===== src/rtl/muldiv_unit_pkg.sv =====
// muldiv_unit_pkg: op encodings (funct3), empty ROB tag and divider FSM states
// shared by the multiply/divide unit and its divider.
package muldiv_unit_pkg;

  typedef enum logic [2:0] {
    OP_MUL    = 3'd0,
    OP_MULH   = 3'd1,
    OP_MULHSU = 3'd2,
    OP_MULHU  = 3'd3,
    OP_DIV    = 3'd4,
    OP_DIVU   = 3'd5,
    OP_REM    = 3'd6,
    OP_REMU   = 3'd7
  } op_e;

  typedef enum logic [1:0] {
    DIV_IDLE = 2'd0,
    DIV_BUSY = 2'd1,
    DIV_DONE = 2'd2
  } div_state_e;

  // Tag value meaning "no instruction" on the result bus.
  localparam int ZERO_ROB = 0;

endpackage


===== src/rtl/muldiv_divider.sv =====
// muldiv_divider: iterative radix-2 restoring divider with start/busy/done/ack
// handshake. Optional macro MULDIV_FAST_DIV_EN lets divide-by-zero, signed
// overflow and |A| < |B| skip the shift-subtract loop.
//
// state     | meaning
// DIV_IDLE  | waiting for start
// DIV_BUSY  | one shift-subtract step per cycle, XLEN steps total
// DIV_DONE  | result held (sign-fixed) until ack
module muldiv_divider
  import muldiv_unit_pkg::*;
#(
  parameter int XLEN  = 32,
  parameter int ROB_W = 4
) (
  input  logic             clk,
  input  logic             rst_n,
  input  logic             i_flush,
  input  logic             i_start,
  input  logic [1:0]       i_op,      // funct3[1:0]: bit0 = unsigned, bit1 = remainder
  input  logic [XLEN-1:0]  i_a,
  input  logic [XLEN-1:0]  i_b,
  input  logic [ROB_W-1:0] i_tag,
  input  logic             i_ack,
  output logic             o_busy,
  output logic             o_done,
  output logic [XLEN-1:0]  o_result,
  output logic [ROB_W-1:0] o_tag
);

  localparam int CW = $clog2(XLEN + 1);

  div_state_e        r_state, w_state_nxt;
  logic [XLEN-1:0]   r_quo, r_rem, r_dsr, r_a;
  logic [CW-1:0]     r_cnt;
  logic [ROB_W-1:0]  r_tag;
  logic              r_neg_q, r_neg_r, r_rem_sel, r_div0, r_ovf;

  logic              w_sgn, w_a_neg, w_b_neg, w_div0, w_ovf, w_fast;
  logic [XLEN-1:0]   w_a_mag, w_b_mag;
  logic [XLEN:0]     w_shift;
  logic [XLEN-1:0]   w_sub;
  logic              w_ge;
  logic [XLEN-1:0]   w_q_fix, w_r_fix;

  assign w_sgn   = !i_op[0];
  assign w_a_neg = w_sgn & i_a[XLEN-1];
  assign w_b_neg = w_sgn & i_b[XLEN-1];
  assign w_a_mag = w_a_neg ? -i_a : i_a;
  assign w_b_mag = w_b_neg ? -i_b : i_b;
  assign w_div0  = (i_b == '0);
  assign w_ovf   = w_sgn && (i_a == {1'b1, {(XLEN-1){1'b0}}}) && (i_b == '1);

`ifdef MULDIV_FAST_DIV_EN
  assign w_fast = w_div0 | w_ovf | (w_a_mag < w_b_mag);
`else
  assign w_fast = 1'b0;
`endif

  // One restoring step: the partial remainder is always below the divisor, so
  // when the trial subtract succeeds the difference fits in XLEN bits.
  assign w_shift = {r_rem, r_quo[XLEN-1]};
  assign w_ge    = (w_shift >= {1'b0, r_dsr});
  assign w_sub   = w_shift[XLEN-1:0] - r_dsr;

  // State register.
  always_ff @(posedge clk or negedge rst_n) begin
    if (!rst_n) r_state <= DIV_IDLE;
    else        r_state <= w_state_nxt;
  end

  // Next-state logic; flush always wins.
  always_comb begin
    w_state_nxt = r_state;
    case (r_state)
      DIV_IDLE: if (i_start) w_state_nxt = w_fast ? DIV_DONE : DIV_BUSY;
      DIV_BUSY: if (r_cnt == CW'(1)) w_state_nxt = DIV_DONE;
      DIV_DONE: if (i_ack) w_state_nxt = DIV_IDLE;
      default:  w_state_nxt = DIV_IDLE;
    endcase
    if (i_flush) w_state_nxt = DIV_IDLE;
  end

  // Operand latch on start, then shift-subtract iterations while busy.
  always_ff @(posedge clk or negedge rst_n) begin
    if (!rst_n) begin
      r_quo     <= '0;
      r_rem     <= '0;
      r_dsr     <= '0;
      r_a       <= '0;
      r_cnt     <= '0;
      r_tag     <= '0;
      r_neg_q   <= 1'b0;
      r_neg_r   <= 1'b0;
      r_rem_sel <= 1'b0;
      r_div0    <= 1'b0;
      r_ovf     <= 1'b0;
    end else if (i_start && r_state == DIV_IDLE) begin
      // A short-circuited divide leaves quotient 0 and remainder |A|.
      r_quo     <= w_fast ? '0 : w_a_mag;
      r_rem     <= w_fast ? w_a_mag : '0;
      r_dsr     <= w_b_mag;
      r_a       <= i_a;
      r_cnt     <= CW'(XLEN);
      r_tag     <= i_tag;
      r_neg_q   <= w_a_neg ^ w_b_neg;
      r_neg_r   <= w_a_neg;
      r_rem_sel <= i_op[1];
      r_div0    <= w_div0;
      r_ovf     <= w_ovf;
    end else if (r_state == DIV_BUSY) begin
      r_quo <= {r_quo[XLEN-2:0], w_ge};
      r_rem <= w_ge ? w_sub : w_shift[XLEN-1:0];
      r_cnt <= r_cnt - CW'(1);
    end
  end

  // Sign fixup and the two architecturally defined special cases.
  always_comb begin
    w_q_fix = r_neg_q ? -r_quo : r_quo;
    w_r_fix = r_neg_r ? -r_rem : r_rem;
    if (r_div0) begin
      w_q_fix = '1;
      w_r_fix = r_a;
    end else if (r_ovf) begin
      w_q_fix = r_a;
      w_r_fix = '0;
    end
  end

  assign o_result = r_rem_sel ? w_r_fix : w_q_fix;
  assign o_tag    = r_tag;
  assign o_busy   = (r_state == DIV_BUSY);
  assign o_done   = (r_state == DIV_DONE);

endmodule


===== src/rtl/muldiv_unit.sv =====
// muldiv_unit: RV32M/RV64M execution unit. Pipelined multiplier plus iterative
// divider sharing one result bus; multiplier output has priority. Optional
// macro MULDIV_FAST_DIV_EN (handled in muldiv_divider) shortens trivial divides.
module muldiv_unit
  import muldiv_unit_pkg::*;
#(
  parameter int XLEN    = 32,
  parameter int ROB_W   = 4,
  parameter int MUL_LAT = 2
) (
  input  logic             clk,
  input  logic             rst_n,
  input  logic             flush,
  input  logic             in_valid,
  output logic             in_ready,
  input  logic [2:0]       in_op,
  input  logic [ROB_W-1:0] in_rob_tag,
  input  logic [XLEN-1:0]  A,
  input  logic [XLEN-1:0]  B,
  output logic             out_valid,
  output logic [XLEN-1:0]  out,
  output logic [ROB_W-1:0] out_rob_tag
);

  logic              w_is_div, w_acc, w_mul_acc, w_div_start;
  logic              w_div_busy, w_div_done, w_div_idle, w_div_ack;
  logic [XLEN-1:0]   w_div_res;
  logic [ROB_W-1:0]  w_div_tag;
  logic              w_a_sgn, w_b_sgn;
  logic [2*XLEN-1:0] w_a_x, w_b_x, w_prod;
  logic [XLEN-1:0]   w_mul_res;
  logic              w_mul_vld;

  logic              r_vld [MUL_LAT];
  logic [XLEN-1:0]   r_res [MUL_LAT];
  logic [ROB_W-1:0]  r_tag [MUL_LAT];

  assign w_is_div    = in_op[2];
  assign w_div_idle  = !w_div_busy && !w_div_done;
  // Mul issue is held off while a div result waits, so the pipe drains for it.
  assign in_ready    = w_is_div ? w_div_idle : !w_div_done;
  assign w_acc       = in_valid && in_ready && !flush;
  assign w_mul_acc   = w_acc && !w_is_div;
  assign w_div_start = w_acc && w_is_div;

  // The XLEN+1-bit signed operands are extended to 2*XLEN bits; only the low
  // 2*XLEN product bits are ever returned, so a modular multiply is exact.
  assign w_a_sgn   = (in_op != OP_MULHU);
  assign w_b_sgn   = (in_op == OP_MUL) || (in_op == OP_MULH);
  assign w_a_x     = {{XLEN{w_a_sgn & A[XLEN-1]}}, A};
  assign w_b_x     = {{XLEN{w_b_sgn & B[XLEN-1]}}, B};
  assign w_prod    = w_a_x * w_b_x;
  assign w_mul_res = (in_op[1:0] == 2'b00) ? w_prod[XLEN-1:0] : w_prod[2*XLEN-1:XLEN];

  // Multiplier pipeline: valid/tag/result shift every cycle, no stall.
  always_ff @(posedge clk or negedge rst_n) begin
    if (!rst_n) begin
      for (int i = 0; i < MUL_LAT; i++) begin
        r_vld[i] <= 1'b0;
        r_res[i] <= '0;
        r_tag[i] <= '0;
      end
    end else begin
      r_vld[0] <= w_mul_acc;
      r_res[0] <= w_mul_res;
      r_tag[0] <= in_rob_tag;
      for (int i = 1; i < MUL_LAT; i++) begin
        r_vld[i] <= r_vld[i-1];
        r_res[i] <= r_res[i-1];
        r_tag[i] <= r_tag[i-1];
      end
      if (flush) begin
        for (int i = 0; i < MUL_LAT; i++) r_vld[i] <= 1'b0;
      end
    end
  end

  muldiv_divider #(
    .XLEN  (XLEN),
    .ROB_W (ROB_W)
  ) u_div (
    .clk      (clk),
    .rst_n    (rst_n),
    .i_flush  (flush),
    .i_start  (w_div_start),
    .i_op     (in_op[1:0]),
    .i_a      (A),
    .i_b      (B),
    .i_tag    (in_rob_tag),
    .i_ack    (w_div_ack),
    .o_busy   (w_div_busy),
    .o_done   (w_div_done),
    .o_result (w_div_res),
    .o_tag    (w_div_tag)
  );

  assign w_mul_vld = r_vld[MUL_LAT-1];
  assign w_div_ack = w_div_done && !w_mul_vld;

  // Result bus mux: multiplier first, then a finished divide, else empty.
  always_comb begin
    out_valid   = 1'b0;
    out         = '0;
    out_rob_tag = ROB_W'(ZERO_ROB);
    if (w_mul_vld) begin
      out_valid   = 1'b1;
      out         = r_res[MUL_LAT-1];
      out_rob_tag = r_tag[MUL_LAT-1];
    end else if (w_div_done) begin
      out_valid   = 1'b1;
      out         = w_div_res;
      out_rob_tag = w_div_tag;
    end
  end

endmodule


===== config.mk =====
export PLATFORM = sky130hd
export DESIGN_NAME = muldiv_unit
export DESIGN_NICKNAME = d
export VERILOG_FILES = /design/src/rtl/muldiv_unit_pkg.sv /design/src/rtl/muldiv_divider.sv /design/src/rtl/muldiv_unit.sv
export SDC_FILE = /design/constraint.sdc
export NUM_CORES = 2
export LEC_CHECK = 0
export BUFFER_PORTS_ARGS = -buffer_cell sky130_fd_sc_hd__buf_2
export CAP_MARGIN = 10
export CORE_MARGIN = 5
export CORE_UTILIZATION = 50
export DETAILED_ROUTE_END_ITERATION = 10
export PLACE_DENSITY = 0.66
export SKIP_CTS_REPAIR_TIMING = 1
export SLEW_MARGIN = 25
export SYNTH_ARGS = -nofsm -noshare
export SYNTH_HDL_FRONTEND = slang
export SYNTH_SLANG_ARGS = --single-unit

===== constraint.sdc =====
create_clock -name clk -period 4.6 [get_ports clk]
set_input_delay 0.46 -clock clk [delete_from_list [all_inputs] [get_ports clk]]
set_output_delay 0.46 -clock clk [all_outputs]
set_load 0.005 [all_outputs]

# After elaboration in Yosys (flattened, before gate mapping)
# Cells that the tools add are included.
[op_classes]
n_addsub = 6
mul = 1
n_lt_le_gt_ge = 1
eq_ne = 10
mux = 30
bitwise = 5
reduce_logical = 22
[ops]
columns = ["cell", "count"]
rows = [
  ["$mux 32", 17],
  ["$neg 32->32", 4],
  ["$eq 32x32->1 const B", 2],
  ["$mul 33x33->64", 1],
  ["$ge 33x32->1", 1],
  ["$logic_not 32->1", 1],
  ["$sub 32x32->32", 1],
  ["$mux 6", 2],
  ["$ne 3x2->1 const B", 4],
  ["$mux 2", 5],
  ["$logic_and 1x1->1", 9],
  ["$mux 4", 2],
  ["$eq 6x1->1 const B", 1],
  ["$logic_not 1->1", 6],
  ["$pmux 2 s3", 1],
  ["$sub 6x1->6 const B", 1],
  ["$and 1x1->1", 4],
  ["$logic_not 2->1", 2],
  ["$eq 3x1->1 const B", 1],
  ["$logic_not 3->1", 1],
  ["$mux 1", 3],
  ["$reduce_and 3->1", 1],
  ["$eq 2x1->1 const B", 1],
  ["$eq 2x2->1 const B", 1],
  ["other kinds (3)", 3],
]
[word_totals]
ff_bits = 219
in_bits = 75
output_inout_bits = 38
elab_cells = 93

# Logic depth before layout (Yosys ltp)
[logic_depth]
depth_word = 10
mapped_depth = 32
ltp_nobuf = 30

# By module
# Synthesis repeated with hierarchy kept, for this count alone.
[unflattened]
cells_unflattened = 5780
hier_area_um2 = 51582.0
[by_module_without_submodules]
columns = ["mod", "instances", "cells_per_inst", "area_per_inst_um2", "seq_area_each_um2"]
rows = [
  ["muldiv_unit", 1, 4354, 40438.8, 1851.8],
  ["muldiv_divider", 1, 1426, 11143.2, 3628.5],
]

# Worst setup path after synthesis
# Ideal clock, no wire load.
[synth_path]
path_kind = "input -> register"
startpoint = "input in_op[0]"
endpoint = "register r_res[61] (netlist name)"
setup_ns = 0.120
t_arrival_ns = 8.336
t_required_ns = 4.480
path_slack_ns = -3.856
stages = 27
path_buffers = 3
path_cell_list = "clkbuf_1 nand3_1 and2_1 clkbuf_1 nand2_1 inv_1 fa_1 fa_1 fa_1 inv_1 fa_1 fa_1 fa_1 fa_1 fa_1 inv_1 ha_1 clkbuf_1 nand2_1 or4_1 a211oi_1 nor2_1 o21ai_0 a22oi_1 a221oi_1 o21ai_0 a31o_2"
[synth_between]
elab_chain_len = 5
elab_cells_between_ends = 9
[synth_lines]
columns = ["item", "line", "rtl"]
rows = [
  ["start, declared", "muldiv_unit.sv:16", "input logic [2:0] in_op,"],
  ["$eq 3x1->1 / $logic_not 3->1 (equally long branches)", "muldiv_unit.sv:49", "assign w_b_sgn = (in_op == OP_MUL) || (in_op == OP_MULH);"],
  ["$logic_or 1x1->1", "muldiv_unit.sv:49", ""],
  ["$and 1x1->1", "muldiv_unit.sv:51", "assign w_b_x = {{XLEN{w_b_sgn & B[XLEN-1]}}, B};"],
  ["$mul 33x33->64", "muldiv_unit.sv:52", "assign w_prod = w_a_x * w_b_x;"],
  ["$mux 32 (*)", "muldiv_unit.sv:53", "assign w_mul_res = (in_op[1:0] == 2'b00) ? w_prod[XLEN-1:0] : w_prod[2*XLEN-1:XLEN];"],
  ["net w_mul_res[29]", "muldiv_unit.sv:31", "logic [XLEN-1:0] w_mul_res;"],
  ["end signal, assigned by index", "muldiv_unit.sv:69", "r_res[i] <= r_res[i-1];"],
  ["end, declared", "muldiv_unit.sv:35", "logic [XLEN-1:0] r_res [MUL_LAT];"],
]
# The timed path passes the listed nets; every way through them passes the cells marked *.
# A chain may end at the register's enable or synchronous reset.

# Worst setup path in the final report
[layout_path]
startpoint = "input in_op[2]"
endpoint = "register r_res[63] (netlist name)"
[layout_between]
elab_chain_len = 5
elab_cells_between_ends = 8
[layout_lines]
columns = ["item", "line"]
rows = [
  ["$eq 3x1->1 / $logic_not 3->1 (equally long branches)", "muldiv_unit.sv:49"],
  ["$logic_or 1x1->1", "muldiv_unit.sv:49"],
  ["$and 1x1->1", "muldiv_unit.sv:51"],
  ["$mul 33x33->64 (*)", "muldiv_unit.sv:52"],
  ["$mux 32 (*)", "muldiv_unit.sv:53"],
  ["net w_mul_res[31]", "muldiv_unit.sv:31"],
]
# Marks and branches as above.

==> impl_metrics.env <==
export IMPL_status="complete, but fails checks"
export IMPL_violations="negative hold slack, negative setup slack"
export IMPL_min_path_type="primary input to async pin"
export IMPL_cts_buffers=26
export IMPL_overflow=0
export IMPL_antenna_found_initial=8
export IMPL_post_route_period_util_pct=164
export IMPL_grt_pass1_wl_mm=258
export IMPL_setup_violations=34
export IMPL_drcViolationCount=0
export IMPL_wl_per_cell_um=21.1
export IMPL_path_common_cell="fa_2"
export IMPL_grt_pass1_vias=45500
export IMPL_synth_ff_type="dfrtp_1"
export IMPL_multi_input_area_sq_mm=0.0421
export IMPL_start_util_pct=50.2
export IMPL_rsz0062_at_grt="yes"
export IMPL_layout_setup_ws_ns=-2.94
export IMPL_nets=7859
export IMPL_area_delta_synth_final_pct=20.1
export IMPL_clock_path_buffers=3
export IMPL_ys_types=76
export IMPL_core_area_sq_mm=0.103
export IMPL_pre_cts_ws_ns=-3.59
export IMPL_synth_top_cell_area_share_pct=43.4
export IMPL_seq_area_sq_mm=0.00548
export IMPL_yosys_area_share_simple_pct=15.7
export IMPL_dp_hpwl_mm=141
export IMPL_hold_viol_final=51
export IMPL_gp_congestion=0.957
export IMPL_cts_root_buffer="clkbuf_16"
export IMPL_slew_headroom_pct=25.7
export IMPL_fin_tns_setup_ns=-82.70
export IMPL_postSynthCellCount=5885
export IMPL_arrival_ns=7.97
export IMPL_totalWireLength_mm=165
export IMPL_die_w_um=332
export IMPL_synth_seq_cells=219
export IMPL_htreeDepth=1
export IMPL_port_buffers=112
export IMPL_critPathMaxStageDelay_ns=0.61
export IMPL_cp_end_kind="flip-flop"
export IMPL_fin_hold_ws_ns=-0.0702
export IMPL_crit_fanout=6
export IMPL_synth_avg_cell_area_sq_um=8.82
export IMPL_drt_pass1_iter_count=5
export IMPL_ant_nets=0
export IMPL_fin_util_pct=60.3
export IMPL_startpoint_type="primary input"
export IMPL_drv_slew=0
export IMPL_drive_gt1_share_pct=19.0
export IMPL_insertion_delay_ns=0.55
export IMPL_row_count=118
export IMPL_fmax_mhz=133
export IMPL_detail_route_iter0_violations=3283
export IMPL_drv_cap=0
export IMPL_worstMarginPinSlew_ns=1.11
export IMPL_required_ns=5.03
export IMPL_track_usage_pct=29.8
export IMPL_grt_max_degree=98
export IMPL_cts_sinks=219
export IMPL_viasPerCell=5.50
export IMPL_fillers=8861
export IMPL_synth_top_family_by_area="adder cells"
export IMPL_criticalPathCategory="primary input to flip-flop"
export IMPL_skew_ns=0.0117
export IMPL_synth_compound_area_share_pct=8.36
export IMPL_synthXorXnorAreaFrac_pct=3.68
export IMPL_pin_count=113
export IMPL_yosysTopAreaCell="fa_1"
export IMPL_period_minus_slack_ns=7.54
export IMPL_vias=42900
export IMPL_fp_dieArea_sq_mm=0.110
export IMPL_cts_tree="yes"
export IMPL_synth_nets=7341
export IMPL_synth_edff_count=0
export IMPL_critPathSlowestCell="fa_2"
export IMPL_dp_cells=7701
export IMPL_die_h_um=332
export IMPL_yosys_area_share_adder_pct=49.6
export IMPL_instances_no_fill=7806
export IMPL_async_flop_share_pct=100
export IMPL_synthTopCellsByArea="fa_1, dfrtp_1, inv_1, nand2_1, ha_1"
export IMPL_yosysWarnings=0
export IMPL_synth_seq_area_share_pct=10.6
export IMPL_netlist_area_sq_mm=0.0519
export IMPL_synthMuxAreaShare_pct=1.05
export IMPL_clk_pin_slew_ns=0.06
## cells by family after synthesis
kind of cell | count (synthesis)
AND/OR/NAND/NOR | 1816
multiplexers | 54
AO/OA/AOI/OAI | 679
XOR/XNOR | 218
buffers and inverters | 1518
adder cells (fa/ha/maj) | 1381
flip-flops | 219
## cell usage after synthesis (35+ instances only)
library cell,count
a21o_1,55
xnor2_1,105
and2_1,308
xor2_1,113
and3_1,35
mux2i_1,52
nor2_1,185
o21ai_0,198
ha_1,255
inv_1,1150
o31ai_1,38
clkbuf_1,290
a21oi_1,161
dfrtp_1,219
fa_1,1126
buf_1,71
a211oi_1,35
nand2_1,1085
## routing by layer
metal | global-route usage (%) | share of wire [%] | vias to the layer above
met3 | 3.82 | 6.9 | 400
met5 | 0 | 0.0085 | -
met1 | 39.7 | 40 | 21900
met2 | 49.4 | 48 | 1719
li1 | - | - | 18900
met4 | 12.6 | 5.6 | 2
## worst max-delay path: cells and delay by family
| family | cells | cell delay, ns |
|---|---|---|
| buffers and inverters | 10 | 1.17 |
| and+or+nand+nor | 5 | 0.79 |
| xor gates and xnor gates | 1 | 0.08 |
| AOI/OAI and AO/OA | 6 | 0.84 |
| adders and majority gates | 9 | 4.32 |
| muxes | 1 | 0.26 |
## registers in the layout (all words and copies together), names as in the netlist, 2 cells and up
| signal | flops |
|---|---|
| u_div.o_tag | 4 |
| u_div.r_rem | 32 |
| u_div.r_a | 32 |
| u_div.r_quo | 32 |
| r_res | 64 |
| u_div.r_dsr | 32 |
| u_div.r_cnt | 6 |
| r_tag | 8 |
| u_div.r_state | 2 |
## cell type report
type	instances	area share, %
diodes	3	0.0120
clock buffers	29	1.13
clock inverters	19	0.400
inverters	1152	6.98
multi-input cells	4148	67.6
flip-flops and latches	219	8.80
well taps	1380	2.77
repair buffers	856	12.3
## through the flow
| stage | instance area (sq um) | hold slack, ns |
|---|---|---|
| 6_report | 62300 | -0.0702 |
| 5_1_grt | 62300 | 0.0109 |
| 4_1_cts | 60200 | -0.0234 |
| 3_5_place_dp | 59300 | 0.335 |
| 3_3_place_gp | 59300 | 0.331 |
| 2_1_floorplan | 53400 | 0.164 |
## layout by cell type (no fill, tap or decap), drive strengths merged, types with 17 or more instances in the layout
| master | n |
|---|---|
| a211oi | 35 |
| a21o | 55 |
| a21oi | 161 |
| a31oi | 17 |
| and2 | 308 |
| and3 | 35 |
| buf | 846 |
| clkbuf | 39 |
| dfrtp | 219 |
| fa | 1126 |
| ha | 255 |
| inv | 1155 |
| mux2i | 52 |
| nand2 | 1085 |
| nand2b | 25 |
| nand3 | 33 |
| nand4 | 28 |
| nor2 | 185 |
| nor2b | 18 |
| nor3 | 30 |
| nor4 | 18 |
| o211ai | 17 |
| o21ai | 198 |
| o22ai | 22 |
| o31ai | 39 |
| or2 | 17 |
| xnor2 | 105 |
| xor2 | 113 |
## final timing paths
check	end	cells after the start	slack, ns	start
max	r_res[63]	32	-2.94	in_op[2]
max in group asynchronous	u_div.r_quo[10]	2	3.48	rst_n
max reg2reg	u_div.r_rem[16]	13	0.41	u_div.r_dsr[7]
min	u_div.r_cnt[1]	1	-0.07	rst_n
min reg2reg	r_res[20]	0	0.35	r_res[52]
min in group clk	r_tag[6]	1	0.04	in_rob_tag[2]
Power is left out: the tool's default activity adds up to more than one toggle a clock period on the data nets, which glitch-free logic cannot reach.
